## config.mk

```make
export PLATFORM = sky130hd
export DESIGN_NAME = n8_bcd_b2_converter_flat
export DESIGN_NICKNAME = d
export VERILOG_FILES = /design/src/rtl/n8_bcd_b2_converter_pkg.sv /design/src/rtl/n8_bcd_b2_converter_if.sv /design/src/rtl/n8_bcd_b2_converter_sub_3.sv /design/src/rtl/n8_bcd_b2_converter.sv /design/src/flat_wrapper.sv
export SDC_FILE = /design/constraint.sdc
export NUM_CORES = 1
export LEC_CHECK = 0
export ABC_AREA = 1
export CAP_MARGIN = 20
export CORE_MARGIN = 5
export CORE_UTILIZATION = 59
export DETAILED_ROUTE_END_ITERATION = 10
export PLACE_DENSITY = 0.84
export REMOVE_ABC_BUFFERS = 1
export SLEW_MARGIN = 20
export SYNTH_ARGS = -nofsm -noshare
export SYNTH_HDL_FRONTEND = slang
export SYNTH_HIERARCHICAL = 1
export SYNTH_SLANG_ARGS = --single-unit
export TNS_END_PERCENT = 100
```

## constraint.sdc

```tcl
create_clock -name clock -period 4.05 [get_ports clock]
set_input_delay 0.81 -clock clock [delete_from_list [all_inputs] [get_ports clock]]
set_output_delay 0.81 -clock clock [all_outputs]
set_load 0.02 [all_outputs]
```

## src/rtl/n8_bcd_b2_converter_pkg.sv

```systemverilog
// Shared constants and types for the 3-digit BCD to 8-bit binary converter.
package n8_bcd_b2_converter_pkg;

    localparam int unsigned DIGIT_W     = 4;
    localparam int unsigned NUM_DIGITS  = 3;
    localparam int unsigned BIN_W       = 8;
    localparam int unsigned WORK_W      = NUM_DIGITS * DIGIT_W + BIN_W;
    localparam int unsigned CNT_W       = 3;
    localparam int unsigned ITER_N      = 8;
    localparam int unsigned CORR_THRESH = 8;
    localparam int unsigned CORR_SUB    = 3;
    localparam int unsigned BCD_MAX     = 9;

    // Converter sequencing states
    typedef enum logic [1:0] {
        IDLE  = 2'b00,
        SHIFT = 2'b01,
        CORR  = 2'b10,
        DONE  = 2'b11
    } star_e;

    // True when a 4-bit value is not a legal BCD digit
    function automatic logic digit_invalid(input logic [DIGIT_W-1:0] d);
        return d > DIGIT_W'(BCD_MAX);
    endfunction

endpackage

```

## src/rtl/n8_bcd_b2_converter_if.sv

```systemverilog
// Conversion handshake and data bus between a requester and the converter.
interface n8_bcd_b2_converter_if;
    import n8_bcd_b2_converter_pkg::*;

    logic               soc;
    logic [DIGIT_W-1:0] a3_a0;
    logic [DIGIT_W-1:0] b3_b0;
    logic [DIGIT_W-1:0] c3_c0;
    logic [BIN_W-1:0]   x7_x0;
    logic               ovf;
    logic               err;
    logic               eoc;

    // Requester side
    modport master (
        output soc, a3_a0, b3_b0, c3_c0,
        input  x7_x0, ovf, err, eoc
    );

    // Converter side
    modport slave (
        input  soc, a3_a0, b3_b0, c3_c0,
        output x7_x0, ovf, err, eoc
    );

endinterface

```

## src/rtl/n8_bcd_b2_converter_sub_3.sv

```systemverilog
// Per-digit correction step of reverse double-dabble: digits at or above 8 lose 3.
module n8_bcd_b2_converter_sub_3
    import n8_bcd_b2_converter_pkg::*;
(
    input  logic [DIGIT_W-1:0] x3_x0,
    output logic [DIGIT_W-1:0] z3_z0
);

    // A field >= 8 minus 3 stays non-negative, so no borrow handling is needed
    assign z3_z0 = (x3_x0 >= DIGIT_W'(CORR_THRESH)) ? (x3_x0 - DIGIT_W'(CORR_SUB))
                                                    : x3_x0;

endmodule

```

## src/rtl/n8_bcd_b2_converter.sv

```systemverilog
// Sequential BCD-to-binary converter, one result bit per SHIFT/CORR pair.
module n8_bcd_b2_converter
    import n8_bcd_b2_converter_pkg::*;
(
    input  logic                          clock,
    input  logic                          reset_,
    n8_bcd_b2_converter_if.slave          bus
);

    star_e              star_q;
    logic [WORK_W-1:0]  s19_s0_q;
    logic [CNT_W-1:0]   count_q;
    logic               err_int_q;
    logic [BIN_W-1:0]   x7_x0_q;
    logic               ovf_q;
    logic               err_q;
    logic               eoc_q;

    logic [WORK_W-1:0]  corr_d;
    logic               start_err_c;

    // Digit correction on the three BCD fields; binary field passes through
    n8_bcd_b2_converter_sub_3 u_sub_h (
        .x3_x0 (s19_s0_q[19:16]),
        .z3_z0 (corr_d[19:16])
    );

    n8_bcd_b2_converter_sub_3 u_sub_t (
        .x3_x0 (s19_s0_q[15:12]),
        .z3_z0 (corr_d[15:12])
    );

    n8_bcd_b2_converter_sub_3 u_sub_u (
        .x3_x0 (s19_s0_q[11:8]),
        .z3_z0 (corr_d[11:8])
    );

    assign corr_d[BIN_W-1:0] = s19_s0_q[BIN_W-1:0];

    // Any illegal digit on the start edge poisons the whole conversion
    assign start_err_c = digit_invalid(bus.a3_a0)
                       | digit_invalid(bus.b3_b0)
                       | digit_invalid(bus.c3_c0);

    // Sequencer, work register, iteration counter and result registers
    always_ff @(posedge clock) begin
        if (!reset_) begin
            star_q    <= IDLE;
            s19_s0_q  <= '0;
            count_q   <= '0;
            err_int_q <= 1'b0;
            x7_x0_q   <= '0;
            ovf_q     <= 1'b0;
            err_q     <= 1'b0;
            eoc_q     <= 1'b1;
        end else begin
            case (star_q)
                IDLE: begin
                    if (bus.soc) begin
                        s19_s0_q  <= {bus.a3_a0, bus.b3_b0, bus.c3_c0, BIN_W'(0)};
                        count_q   <= CNT_W'(ITER_N - 1);
                        err_int_q <= start_err_c;
                        eoc_q     <= 1'b0;
                        star_q    <= SHIFT;
                    end
                end
                SHIFT: begin
                    s19_s0_q <= s19_s0_q >> 1;
                    star_q   <= CORR;
                end
                CORR: begin
                    s19_s0_q <= corr_d;
                    if (count_q == '0) begin
                        x7_x0_q <= err_int_q ? BIN_W'(0) : corr_d[BIN_W-1:0];
                        ovf_q   <= err_int_q ? 1'b0 : (|corr_d[WORK_W-1:BIN_W]);
                        err_q   <= err_int_q;
                        eoc_q   <= 1'b1;
                        star_q  <= DONE;
                    end else begin
                        count_q <= count_q - CNT_W'(1);
                        star_q  <= SHIFT;
                    end
                end
                DONE: begin
                    // Wait for soc to drop so a held request cannot retrigger
                    if (!bus.soc) begin
                        star_q <= IDLE;
                    end
                end
                default: begin
                    star_q <= IDLE;
                end
            endcase
        end
    end

    assign bus.x7_x0 = x7_x0_q;
    assign bus.ovf   = ovf_q;
    assign bus.err   = err_q;
    assign bus.eoc   = eoc_q;

endmodule
```

## src/flat_wrapper.sv

```systemverilog
// flat-port wrapper written by rule: the top's interface ports become plain ports
module n8_bcd_b2_converter_flat import n8_bcd_b2_converter_pkg::*;
  (clock, reset_, bus_soc, bus_a3_a0, bus_b3_b0, bus_c3_c0, bus_x7_x0, bus_ovf, bus_err, bus_eoc);
  n8_bcd_b2_converter_if bus_i ();
  input  logic clock;
  input  logic reset_;
  input wire logic [$bits(bus_i.soc)-1:0] bus_soc;
  input wire logic [$bits(bus_i.a3_a0)-1:0] bus_a3_a0;
  input wire logic [$bits(bus_i.b3_b0)-1:0] bus_b3_b0;
  input wire logic [$bits(bus_i.c3_c0)-1:0] bus_c3_c0;
  output wire logic [$bits(bus_i.x7_x0)-1:0] bus_x7_x0;
  output wire logic [$bits(bus_i.ovf)-1:0] bus_ovf;
  output wire logic [$bits(bus_i.err)-1:0] bus_err;
  output wire logic [$bits(bus_i.eoc)-1:0] bus_eoc;
  assign bus_i.soc = bus_soc;
  assign bus_i.a3_a0 = bus_a3_a0;
  assign bus_i.b3_b0 = bus_b3_b0;
  assign bus_i.c3_c0 = bus_c3_c0;
  assign bus_x7_x0 = bus_i.x7_x0;
  assign bus_ovf = bus_i.ovf;
  assign bus_err = bus_i.err;
  assign bus_eoc = bus_i.eoc;
  n8_bcd_b2_converter u_core (.clock(clock), .reset_(reset_), .bus(bus_i));
endmodule
```

==> flow_summary.ini <==
[die]
die_area_um2 = 4670
floorplan.initialDensity = 0.606
dieWidth_um = 68.3
fp.dieH_um = 68.3
io-pin-count = 26
core_area_um2 = 3310
core.rowCount = 21

[power_and_ir_drop]
peakVddDrop_mv = 0.322
power_per_cell_area_nw_per_um2 = 620
power.static_leakage_nw = 0.995

[setup_path]
critical_path.startpoint_type = flip-flop
regToRegSetupSlack_ns = 2.27
timing.critical_path.fanout_max = 2
timing_worst_setup_path_type = reg2out
depth_of_the_worst_register_to_register_path = 6
critical_path.max_stage_delay_ns = 0.63
cp.buffers_inverters = 1
crit_path_cell_trace = clkdlybuf4s50_1
critical_path.endpoint_type = output port
family_of_cells_with_the_greatest_summed_delay_on_the_critical_path = buffers and inverters
critical_path.slowest_cell = clkdlybuf4s50_1
critPathArrivalTime_ns = 1.32
critPathRequiredTime_ns = 3.24
crit_cells = 1

[sta]
final_report_hold_violation_count = 0
timing_max_transition_violations_final = 0
number_of_endpoints_failing_setup_at_the_final_stage = 0
finalCriticalPeriod_ns = 2.13
timing.slew.headroom = 0.466
tightestPinTransition_ns = 0.798
totalNegativeSetupSlack_ns = 0
grt_setup_unrepaired = no
maxClockFrequency_mhz = 469
skew_ns = 0.00412
min_period_over_period = 0.526

[clock_network]
htree_levels = 2
cts_resized = 0
cts_post_setup_buffers_inserted = 0
cts-buffers-inserted = 5
clock_latency_ns = 0.34
max-clock-path-buffers = 2
cts_root_buffer = clkbuf_4
tritoncts_num_sinks = 37
cts_tree = built
path_clk_slew_ns = 0.11
holdBufCountCts = 0

[place]
detailedPlacementHpwl_mm = 3.05
portBuffers = 25
gp_congestion = 0.801
placed_cells = 356

[logic_synthesis]
synth.avg_cell_area_um2 = 6.82
postSynthRegisterBits = 37
post_synthesis_cell_area_um2 = 2010
synth_area_leaders = dfxtp_1 (37%), nand2_1 (12%), a21oi_1 (8.0%), ha_1 (7.5%), inv_1 (7.1%)
synth_top_flop_cell = dfxtp_1
yosysMostFrequentCell = nand2_1
synth.lib_cells_used.distinct = 22
synth_common_cells = nand2_1 (65), inv_1 (38), dfxtp_1 (37)
synth_enable_flop_cells = 0
synth_area_leader_cell = dfxtp_1
ys_warn_count = 6
synth_sequential_area_ratio = 0.369
instance_count_of_the_mapped_netlist = 294
netlist.area_leader.share = 0.369
postSynth.asyncResetShare = 0

[worst_hold_path]
worstHoldPathCells = 2
worstHoldPathType = reg2reg

[drt]
met3WireLength_um = 222
drc_violation_count_after_routing = 0
routed_wirelength_mm = 4.33
drt-pass1-iter-count = 4
detailroute.wirelength.met2_mm = 2.06
average_via_count_per_standard_cell = 5.20
route.detailed.wl_per_inst_um = 11.9
postRouteAntennaNets = 0
initialDrtViolationCount = 168
routed.top_layer = met4
routedLengthMet1_mm = 1.98
detailroute.via_count = 1892

[layout]
area_growth_pct = 16.2
layout-drive-gt1-share = 0.0535
final_cell_count_no_fill = 364
num-nets-final = 344
num_antenna_cells = 0

[global_route]
grt_pass1_vias = 1639
globalRouteOverflowTotal = 0
wire_length_of_the_first_global_routing_pass_mm = 6.94
grt_antenna_before_repair = 0
tot_gr_track_use = 0.198
largest_net_degree_at_the_start_of_global_routing = 28

[job]
cap_violations = 0

[status]
run_status = finished, final reports clean
-- state kept, by name, indices dropped and copies added (netlist names) --
signal            flops
u_core/bus.eoc        1
u_core/bus.ovf        1
u_core/count_q        3
u_core/star_q         2
u_core/bus.x7_x0      8
u_core/s19_s0_q      20
u_core/err_int_q      1
u_core/bus.err        1
-- final timing paths --
| kind | startpoint | end |
|---|---|---|
| min | u_core/bus.x7_x0[1] | u_core/bus.x7_x0[1] |
| max reg2reg | u_core/star_q[0] | u_core/bus.x7_x0[6] |
| max | u_core/bus.x7_x0[6] | bus_x7_x0[6] |
| min reg2reg | u_core/bus.x7_x0[1] | u_core/bus.x7_x0[1] |
-- cell families after synthesis --
group / Yosys count / share of synthesized area
buf+inv: 51 / 0.102
xor+xnor: 4 / 0.0175
simple gates: 109 / 0.220
compound gates: 81 / 0.216
fa+ha+maj: 12 / 0.0749
flops: 37 / 0.369
-- metrics by stage --
stage	power (W)	hold WS, ns	setup slack, ns	util	cell area [um^2]
floorplan	0.00106	0.436	2.58	-	1960
global placement	0.00120	0.454	1.62	0.684	2270
detailed placement	0.00123	0.460	1.57	0.684	2270
CTS	0.00144	0.478	1.91	0.704	2330
global route	0.00157	0.491	1.85	0.704	2330
finish	0.00145	0.476	1.92	0.704	2330
-- metal layers --
metal / up-vias / GRT usage
li1: 989 / -
met1: 847 / 0.256
met2: 50 / 0.304
met3: 6 / 0.0624
met4: 0 / 0.0819
met5: - / 0
-- report_power, final --
group / switching, W / leakage, nW / internal (W) / total (W)
Clock: 0.000126 / 0.0382 / 0.0000847 / 0.000211
Sequential: 0.000113 / 0.304 / 0.000472 / 0.000585
Combinational: 0.000415 / 0.653 / 0.000234 / 0.000649
Total: 0.000654 / 0.995 / 0.000791 / 0.00145
-- cells in the final DEF, fill, tap and decap left out --
| cell | netlist | final |
|---|---|---|
| a21boi_1 | 3 | 3 |
| a21oi_1 | 32 | 32 |
| a31oi_1 | 13 | 13 |
| clkbuf_4 | 0 | 5 |
| clkbuf_8 | 0 | 1 |
| clkdlybuf4s50_1 | 0 | 25 |
| clkinv_2 | 0 | 1 |
| clkinv_4 | 0 | 1 |
| dfxtp_1 | 37 | 37 |
| ha_1 | 12 | 12 |
| inv_1 | 38 | 38 |
| inv_2 | 4 | 4 |
| nand2_1 | 65 | 65 |
| nand2_2 | 3 | 3 |
| nand3_1 | 6 | 6 |
| nor2_1 | 32 | 32 |
| nor2_4 | 2 | 2 |
| nor3_1 | 1 | 1 |
| o211ai_1 | 1 | 1 |
| o21a_1 | 1 | 1 |
| o21ai_0 | 22 | 22 |
| o21ai_1 | 9 | 9 |
| xnor2_1 | 1 | 1 |
| xor2_1 | 3 | 3 |
-- final cells by class --
class / instances / area [um^2]
timing repair buffer: 25 / 250
fill: 305 / 980
inverter: 42 / 158
sequential: 37 / 741
clock buffer: 6 / 51.3
clock inverter: 2 / 13.8
tap: 46 / 57.6
multi-input combinational: 206 / 1060
No activity file was read; power rests on OpenSTA's default activity.
